**src/rtl/serial_adder_pkg.sv**
```systemverilog
// Shared constants for the bit-serial adder: default width, FSM encoding
// and a helper that sizes the bit counter.
package serial_adder_pkg;

    localparam int WIDTH_DEFAULT = 8;

    localparam logic [1:0] ST_IDLE = 2'd0;
    localparam logic [1:0] ST_RUN  = 2'd1;
    localparam logic [1:0] ST_DONE = 2'd2;

    // Counter must index bits 0..w-1; never narrower than one bit.
    function automatic int cnt_width(input int w);
        int cw;
        cw = $clog2(w);
        if (cw < 1) begin
            cw = 1;
        end else begin
            cw = cw;
        end
        return cw;
    endfunction

endpackage : serial_adder_pkg

```
**src/rtl/serial_adder_fa_cell.sv**
```systemverilog
// One-bit full adder used by the serial datapath, purely combinational.
module fa_cell (
    input  logic a,
    input  logic b,
    input  logic cin,
    output logic s,
    output logic co
);

    assign s  = a ^ b ^ cin;
    assign co = (a & b) | (a & cin) | (b & cin);

endmodule : fa_cell

```
**src/rtl/serial_adder.sv**
```systemverilog
// Bit-serial adder: one full-adder cell processes one operand bit per clock,
// LSB first; the final sum, carry and signed overflow are registered at once.
module serial_adder
    import serial_adder_pkg::*;
#(
    parameter int WIDTH = WIDTH_DEFAULT
) (
    input  logic             clk,
    input  logic             rst,
    input  logic             start,
    input  logic [WIDTH-1:0] a,
    input  logic [WIDTH-1:0] b,
    input  logic             cin,
    output logic             busy,
    output logic             done,
    output logic [WIDTH-1:0] sum,
    output logic             cout,
    output logic             ovf
);

    localparam int             CW   = cnt_width(WIDTH);
    localparam logic [CW-1:0]  LAST = CW'(WIDTH - 1);

    logic [1:0]       state_q, state_d;
    logic [CW-1:0]    cnt_q, cnt_d;
    logic [WIDTH-1:0] a_q, a_d;
    logic [WIDTH-1:0] b_q, b_d;
    logic             carry_q, carry_d;
    logic [WIDTH-1:0] res_q, res_d;
    logic [WIDTH-1:0] sum_q, sum_d;
    logic             cout_q, cout_d;
    logic             ovf_q, ovf_d;
    logic             busy_q, done_q;
    logic             fa_s, fa_co;

    fa_cell u_fa (
        .a   (a_q[0]),
        .b   (b_q[0]),
        .cin (carry_q),
        .s   (fa_s),
        .co  (fa_co)
    );

    // Next-state and datapath update for the three-state sequencer
    always_comb begin
        state_d = state_q;
        cnt_d   = cnt_q;
        a_d     = a_q;
        b_d     = b_q;
        carry_d = carry_q;
        res_d   = res_q;
        sum_d   = sum_q;
        cout_d  = cout_q;
        ovf_d   = ovf_q;
        case (state_q)
            ST_IDLE: begin
                if (start) begin
                    a_d     = a;
                    b_d     = b;
                    carry_d = cin;
                    cnt_d   = '0;
                    state_d = ST_RUN;
                end else begin
                    state_d = ST_IDLE;
                end
            end
            ST_RUN: begin
                a_d     = {1'b0, a_q[WIDTH-1:1]};
                b_d     = {1'b0, b_q[WIDTH-1:1]};
                res_d   = {fa_s, res_q[WIDTH-1:1]};
                carry_d = fa_co;
                cnt_d   = cnt_q + CW'(1);
                if (cnt_q == LAST) begin
                    // carry_q here is the carry into the MSB
                    sum_d   = {fa_s, res_q[WIDTH-1:1]};
                    cout_d  = fa_co;
                    ovf_d   = carry_q ^ fa_co;
                    state_d = ST_DONE;
                end else begin
                    state_d = ST_RUN;
                end
            end
            ST_DONE: begin
                state_d = ST_IDLE;
            end
            default: begin
                state_d = ST_IDLE;
            end
        endcase
    end

    // State, datapath and registered status outputs
    always_ff @(posedge clk or posedge rst) begin
        if (rst) begin
            state_q <= ST_IDLE;
            cnt_q   <= '0;
            a_q     <= '0;
            b_q     <= '0;
            carry_q <= 1'b0;
            res_q   <= '0;
            sum_q   <= '0;
            cout_q  <= 1'b0;
            ovf_q   <= 1'b0;
            busy_q  <= 1'b0;
            done_q  <= 1'b0;
        end else begin
            state_q <= state_d;
            cnt_q   <= cnt_d;
            a_q     <= a_d;
            b_q     <= b_d;
            carry_q <= carry_d;
            res_q   <= res_d;
            sum_q   <= sum_d;
            cout_q  <= cout_d;
            ovf_q   <= ovf_d;
            busy_q  <= (state_d != ST_IDLE);
            done_q  <= (state_d == ST_DONE);
        end
    end

    assign busy = busy_q;
    assign done = done_q;
    assign sum  = sum_q;
    assign cout = cout_q;
    assign ovf  = ovf_q;

endmodule : serial_adder

```
**config.mk**
```make
export PLATFORM = sky130hd
export DESIGN_NAME = serial_adder
export DESIGN_NICKNAME = d
export VERILOG_FILES = /design/src/rtl/serial_adder_pkg.sv /design/src/rtl/serial_adder_fa_cell.sv /design/src/rtl/serial_adder.sv
export SDC_FILE = /design/constraint.sdc
export NUM_CORES = 1
export LEC_CHECK = 0
export BUFFER_PORTS_ARGS = -buffer_cell sky130_fd_sc_hd__buf_2
export CAP_MARGIN = 0
export CORE_MARGIN = 4
export CORE_UTILIZATION = 40
export CTS_CLUSTER_SIZE = 14
export DETAILED_ROUTE_END_ITERATION = 16
export PLACE_DENSITY = 0.58
export SLEW_MARGIN = 20
export SYNTH_ARGS = -nofsm -noshare
export SYNTH_HDL_FRONTEND = slang
export SYNTH_SLANG_ARGS = --single-unit
```
**constraint.sdc**
```tcl
create_clock -name clk -period 1.37 [get_ports clk]
set_input_delay 0.0685 -clock clk [delete_from_list [all_inputs] [get_ports clk]]
set_output_delay 0.0685 -clock clk [all_outputs]
set_load 0.005 [all_outputs]
```
# Word-level counts from Yosys, hierarchy flattened
# Index checks and enable logic that the tools add are counted.
# word_totals
register_bits,42
inputBits,20
# op_classes
add_sub_neg,1
eq_ne,4
mux,11
bitwise_logic,8
n_reduce_logical,5
# ops
operator,count
$pmux 8 s2,2
$mux 8,2
$pmux 3 s2,1
$pmux 2 s2,1
$reduce_and 2->1,2
$reduce_bool 2->1,2
$add 3x1->3 const B,1
$and 1x1->1,3
$eq 3x3->1 const B,1
$mux 3,1
$xor 1x1->1,3
$eq 2x1->1 const B,1
$eq 2x2->1 const B,1
$logic_not 2->1,1
$mux 1,2
$mux 2,1
$ne 2x2->1 const B,1
$or 1x1->1,2
$pmux 1 s2,1

# Depth between registers and ports, before layout
# depth
word_depth,4
mapped_depth,6
depth_no_buf,5

# Hierarchy
# A second synthesis with hierarchy kept.
# unflattened
hier_cells,164
area_unflattened_um2,1849.3
# modules_own_cells
mod,n_inst,cells_per_inst,area_per_inst_um2,seq_area_each_um2
serial_adder,1,163,1829.3,1026.0
fa_cell,1,1,20.0,0.0

# Worst setup path after synthesis
# OpenSTA, ideal clock, no wires.
# synth_timing
path_type,reg2reg
startpoint,reg cnt_q[0]
endpoint,reg sum_q[0] (netlist: sum[0])
setup_time_ns,0.125
arrival_ns,1.326
t_required_ns,1.245
setup_slack_ns,-0.081
stages_incl_launch_ff,6
n_path_buf,1
cell_sequence,dfrtp_1 -> ha_1 -> ha_1 -> nand3b_2 -> buf_6 -> mux2_4
# synth_between
elab_chain_len,2
# synth_lines
element,line_no,rtl
start: declaration,serial_adder.sv:25,"logic [CW-1:0] cnt_q, cnt_d;"
start signal: assignment,serial_adder.sv:108,cnt_q <= cnt_d;
$eq 3x3->1,serial_adder.sv:73,if (cnt_q == LAST) begin
$reduce_and 2->1 (no line),-,
end signal: assignment,serial_adder.sv:113,sum_q <= sum_d;
end: declaration,serial_adder.sv:30,"logic [WIDTH-1:0] sum_q, sum_d;"
# Every way passes these cells.
# A chain may end at the register's enable or synchronous reset.

# Final worst setup path
# layout_timing
startpoint,reg cnt_q[1]
endpoint,reg sum_q[5] (netlist: sum[5])
# Same word-level chain as after synthesis.

==> impl_summary.txt <==
----------------------------------------------------
[STA]
  Max-slew violation count ... 0
  Number of hold violations in the final report ... 0
  RSZ-0062 raised after global routing ... yes
  Worst slew pin tran ... 0.518 ns
  Setup skew after layout ... 0.00703 ns
  Setup violations, final ... 0
  Accumulated negative setup slack ... 0 ns
  Worst max-slew margin expressed relative to the limit ... about two thirds
  Share of the cycle needed by the critical path after routing ... 99.7%
  Highest Clock Rate ... 0.732 GHz
  Min Hold Slack ... between 0.01 and 0.015 ns
  Final worst path period need ... around 1.4 ns

[Clock network]
  TritonCTS clock tree ... built
  Clock Path Buffers ... 2
  Buffer count from post-CTS setup fixing ... 0
  Clock root cell ... clkbuf_8
  Clock latency on the worst-skew pair ... 0.29 ns
  Maximum level of the CTS H-tree ... 2
  Num Clock Sinks ... just over 40
  Clock buffers created by TritonCTS ... 5
  CTS clk-pin slew, worst paths ... about 0.080 ns

[Layout]
  Final-layout fill cell count ... ~400
  Register Area ... 1030 sq um
  Number of antenna cells inserted ... 0
  Syn-to-layout area delta ... 22.1%
  Area used by multi-input combinational logic ... around 770 sq um
  Finished Cell Area ... 2270 sq um
  Number of nets at the end of the flow ... 225
  Share of cells above drive strength 1 ... 37.4%

[Floorplan]
  Area of the core region ... 4410 sq um
  Std-Cell Rows ... 24
  Floorplan die height ... 76.1 um
  Starting density of the core ... a little over two fifths
  Die W ... 76.1 um
  I/O pin total ... 32
  Die footprint ... 5790 sq um

[Synthesis]
  Library cells used by synthesis ... 30
  Syn nets ... 181
  Share of synthesized registers carrying an async set or reset ... 100%
  Avg Synthesized Cell Area ... 11.7 sq um
  Number of enable flip-flop cells after synthesis ... 0
  Count of yosys warnings during synthesis ... 0
  Number of flip-flops and latches in the synthesized netlist ... 41
  Area contributors post-synth ... dfrtp_1 55%, nand2_1 4.9%, nor3b_1 4.5%
  Sequential element share of the synthesized area ... a little under three fifths
  Number of cells produced by synthesis ... 158
  Fraction of synthesized cell area taken by the top area cell type ... 55.3%
  Mapped Area ... 1860 sq um
  Most used DFF post-synth ... dfrtp_1
  Largest area contributor in the netlist ... dfrtp_1

[Drt]
  Average detailed-routed wire length per instance ... 14.7 um
  DRC violation count after routing ... 0
  Iteration count of the initial detailed-routing pass ... 4
  Starting DRT DRC Count ... 52
  Post-detailed-routing wire length ... 3750 um
  Average vias per placed instance ... 5.16
  ANT nets after route ... 0
  Via count ... 1316

[Critical path]
  Startpoint Class ... flip-flop
  Data arrival time of the worst path ... 1.54 ns
  Crit Path Class ... reg -> reg
  Nature of the critical path endpoint ... flip-flop
  Highest fanout seen on the critical path ... 5
  Cell chain of the critical path ... ha_2 > ha_4 > nand3b_4 > mux2_2
  CP required ... 1.54 ns
  R2r setup slk ... 0.004 ns
  Worst-path cell with the longest stage delay ... dfrtp_1
  Longest individual stage delay on the worst path ... around 0.4 ns

[Power and ir drop]
  Pwr dens ... 2140 nW/um^2
  Leakage power ... 1.09 nW
  Maximum VDD drop ... between 0.7 and 0.8 mV

[Global route]
  Leftover overflow at the end of global routing ... 0
  Vias in the first global route ... 1286
  Maximum number of pins on one net before global-route repair ... 42
  Antenna violations before repair ... 0
  First-pass GRT wire length ... 6180 um
  Global-route total usage across every layer ... 12.9%

[Placement]
  Detailed placement HPWL ... 2620 um
  Area post-placement ... 2130 sq um
  Gpl congestion ... approximately 0.79
  Quantity of I/O buffers inserted on ports ... 31

[Min path]
  HP Class ... in -> reg

[Job]
  Max-cap violations ... 0

[Status]
  Run status ... complete, no violations

----------------------------------------------------
==> flip-flops by register name (all words and copies together), names as in the netlist <==
| register | count |
|---|---|
| ovf | 1 |
| cout | 1 |
| carry_q | 1 |
| b_q | 8 |
| state_q | 2 |
| sum | 8 |
| res_q | 7 |
| done | 1 |
| busy | 1 |
| a_q | 8 |
| cnt_q | 3 |
==> layout by cell type (no fill, tap or decap), types with 2 or more instances in the layout <==
cell type,instances
a22o_1,4
mux2_2,4
nand2b_1,2
dlygate4sd3_1,2
o32ai_1,3
nor4b_2,4
nand3b_4,2
buf_2,31
o21ai_0,3
dfrtp_1,41
nand2_1,24
mux2_4,4
inv_1,11
o22a_1,7
nor2_1,4
clkbuf_8,5
a211oi_2,4
buf_4,13
clkinv_2,2
nor3b_1,10
o22ai_1,3
a21oi_1,8
==> Yosys cell counts (2+ instances only) <==
cell type / n
dfrtp_1: 41
nand2_1: 24
inv_1: 11
nor3b_1: 11
a21oi_1: 8
o22a_1: 7
a211oi_2: 4
a22o_1: 4
mux2_2: 4
mux2_4: 4
nor2_1: 4
nor4b_2: 4
buf_4: 3
clkbuf_1: 3
o21ai_0: 3
o22ai_1: 3
o32ai_1: 3
buf_2: 2
buf_6: 2
ha_1: 2
nand2b_1: 2
==> layout make-up <==
cell class / count / share of cell area (%)
clock buffers: 5 / 3.04
repair buffers: 46 / 12.0
flip-flops and latches: 41 / 45.3
inverters: 12 / 1.99
well taps: 52 / 2.87
clock inverters: 3 / 0.773
multi-input cells: 96 / 34.0
==> per-layer routing <==
| metal | global-route usage (%) | vias to the layer above | part of all wire (%) |
|---|---|---|---|
| met1 | 18.3 | 645 | 49 |
| li1 | - | 642 | - |
| met2 | 19.6 | 25 | 46 |
| met3 | 3.07 | 4 | 4.7 |
| met4 | 4.20 | 0 | 0.83 |
| met5 | 0 | - | 0 |
==> power by group <==
part	switching, mW	internal [mW]	total, mW	leakage (nW)
combinational	0.947	1.04	1.98	0.546
sequential	0.340	1.76	2.10	0.498
clock	0.421	0.352	0.773	0.0439
total	1.71	3.15	4.85	1.09
==> cells by family after synthesis <==
group           after synthesis  synth area share, %
compound gates               34                 14.3
fa+ha+maj                     3                 2.43
xor+xnor                      1                0.472
buf+inv                      22                 6.00
mux                           8                 5.66
flops                        41                 55.3
simple gates                 49                 15.8
==> per-stage QoR <==
step / setup slack, ns / power (mW) / utilization [%] / std cells
detailed placement: -0.0331 / 4.08 / 48.3 / 244
finish: 0.00438 / 4.85 / 51.3 / 255
floorplan: 0.000476 / 3.45 / - / 158
CTS: 0.00261 / 4.89 / 50.9 / 255
global route: -0.0240 / 5.20 / 51.3 / 255
global placement: 0.0175 / 3.98 / 48.3 / 244
==> repair_timing <==
action | CTS | global route
gates resized for setup | 0 | 3
hold buffers | 2 | 0
endpoints found under the hold margin | 42 | 0
cloned | 1 | 0
setup endpoints to repair | 4 | 11
pin swaps | 0 | 1
==> final timing paths <==
kind	startpoint	end	cells past startpoint
max	cnt_q[1]	sum[5]	4
min	a[7]	a_q[7]	2
max reg2reg	cnt_q[1]	sum[5]	4
min reg2reg	cout	cout	2
max in group asynchronous	rst	sum[4]	4
min in group asynchronous	rst	state_q[1]	4
==> critical path, delay by kind of cell, from the launching register on <==
kind          cells  cell delay, ns
simple gates      1            0.12
flops             1            0.40
fa+ha+maj         2            0.38
mux               1            0.35
No activity file was read; power rests on OpenSTA's default activity.
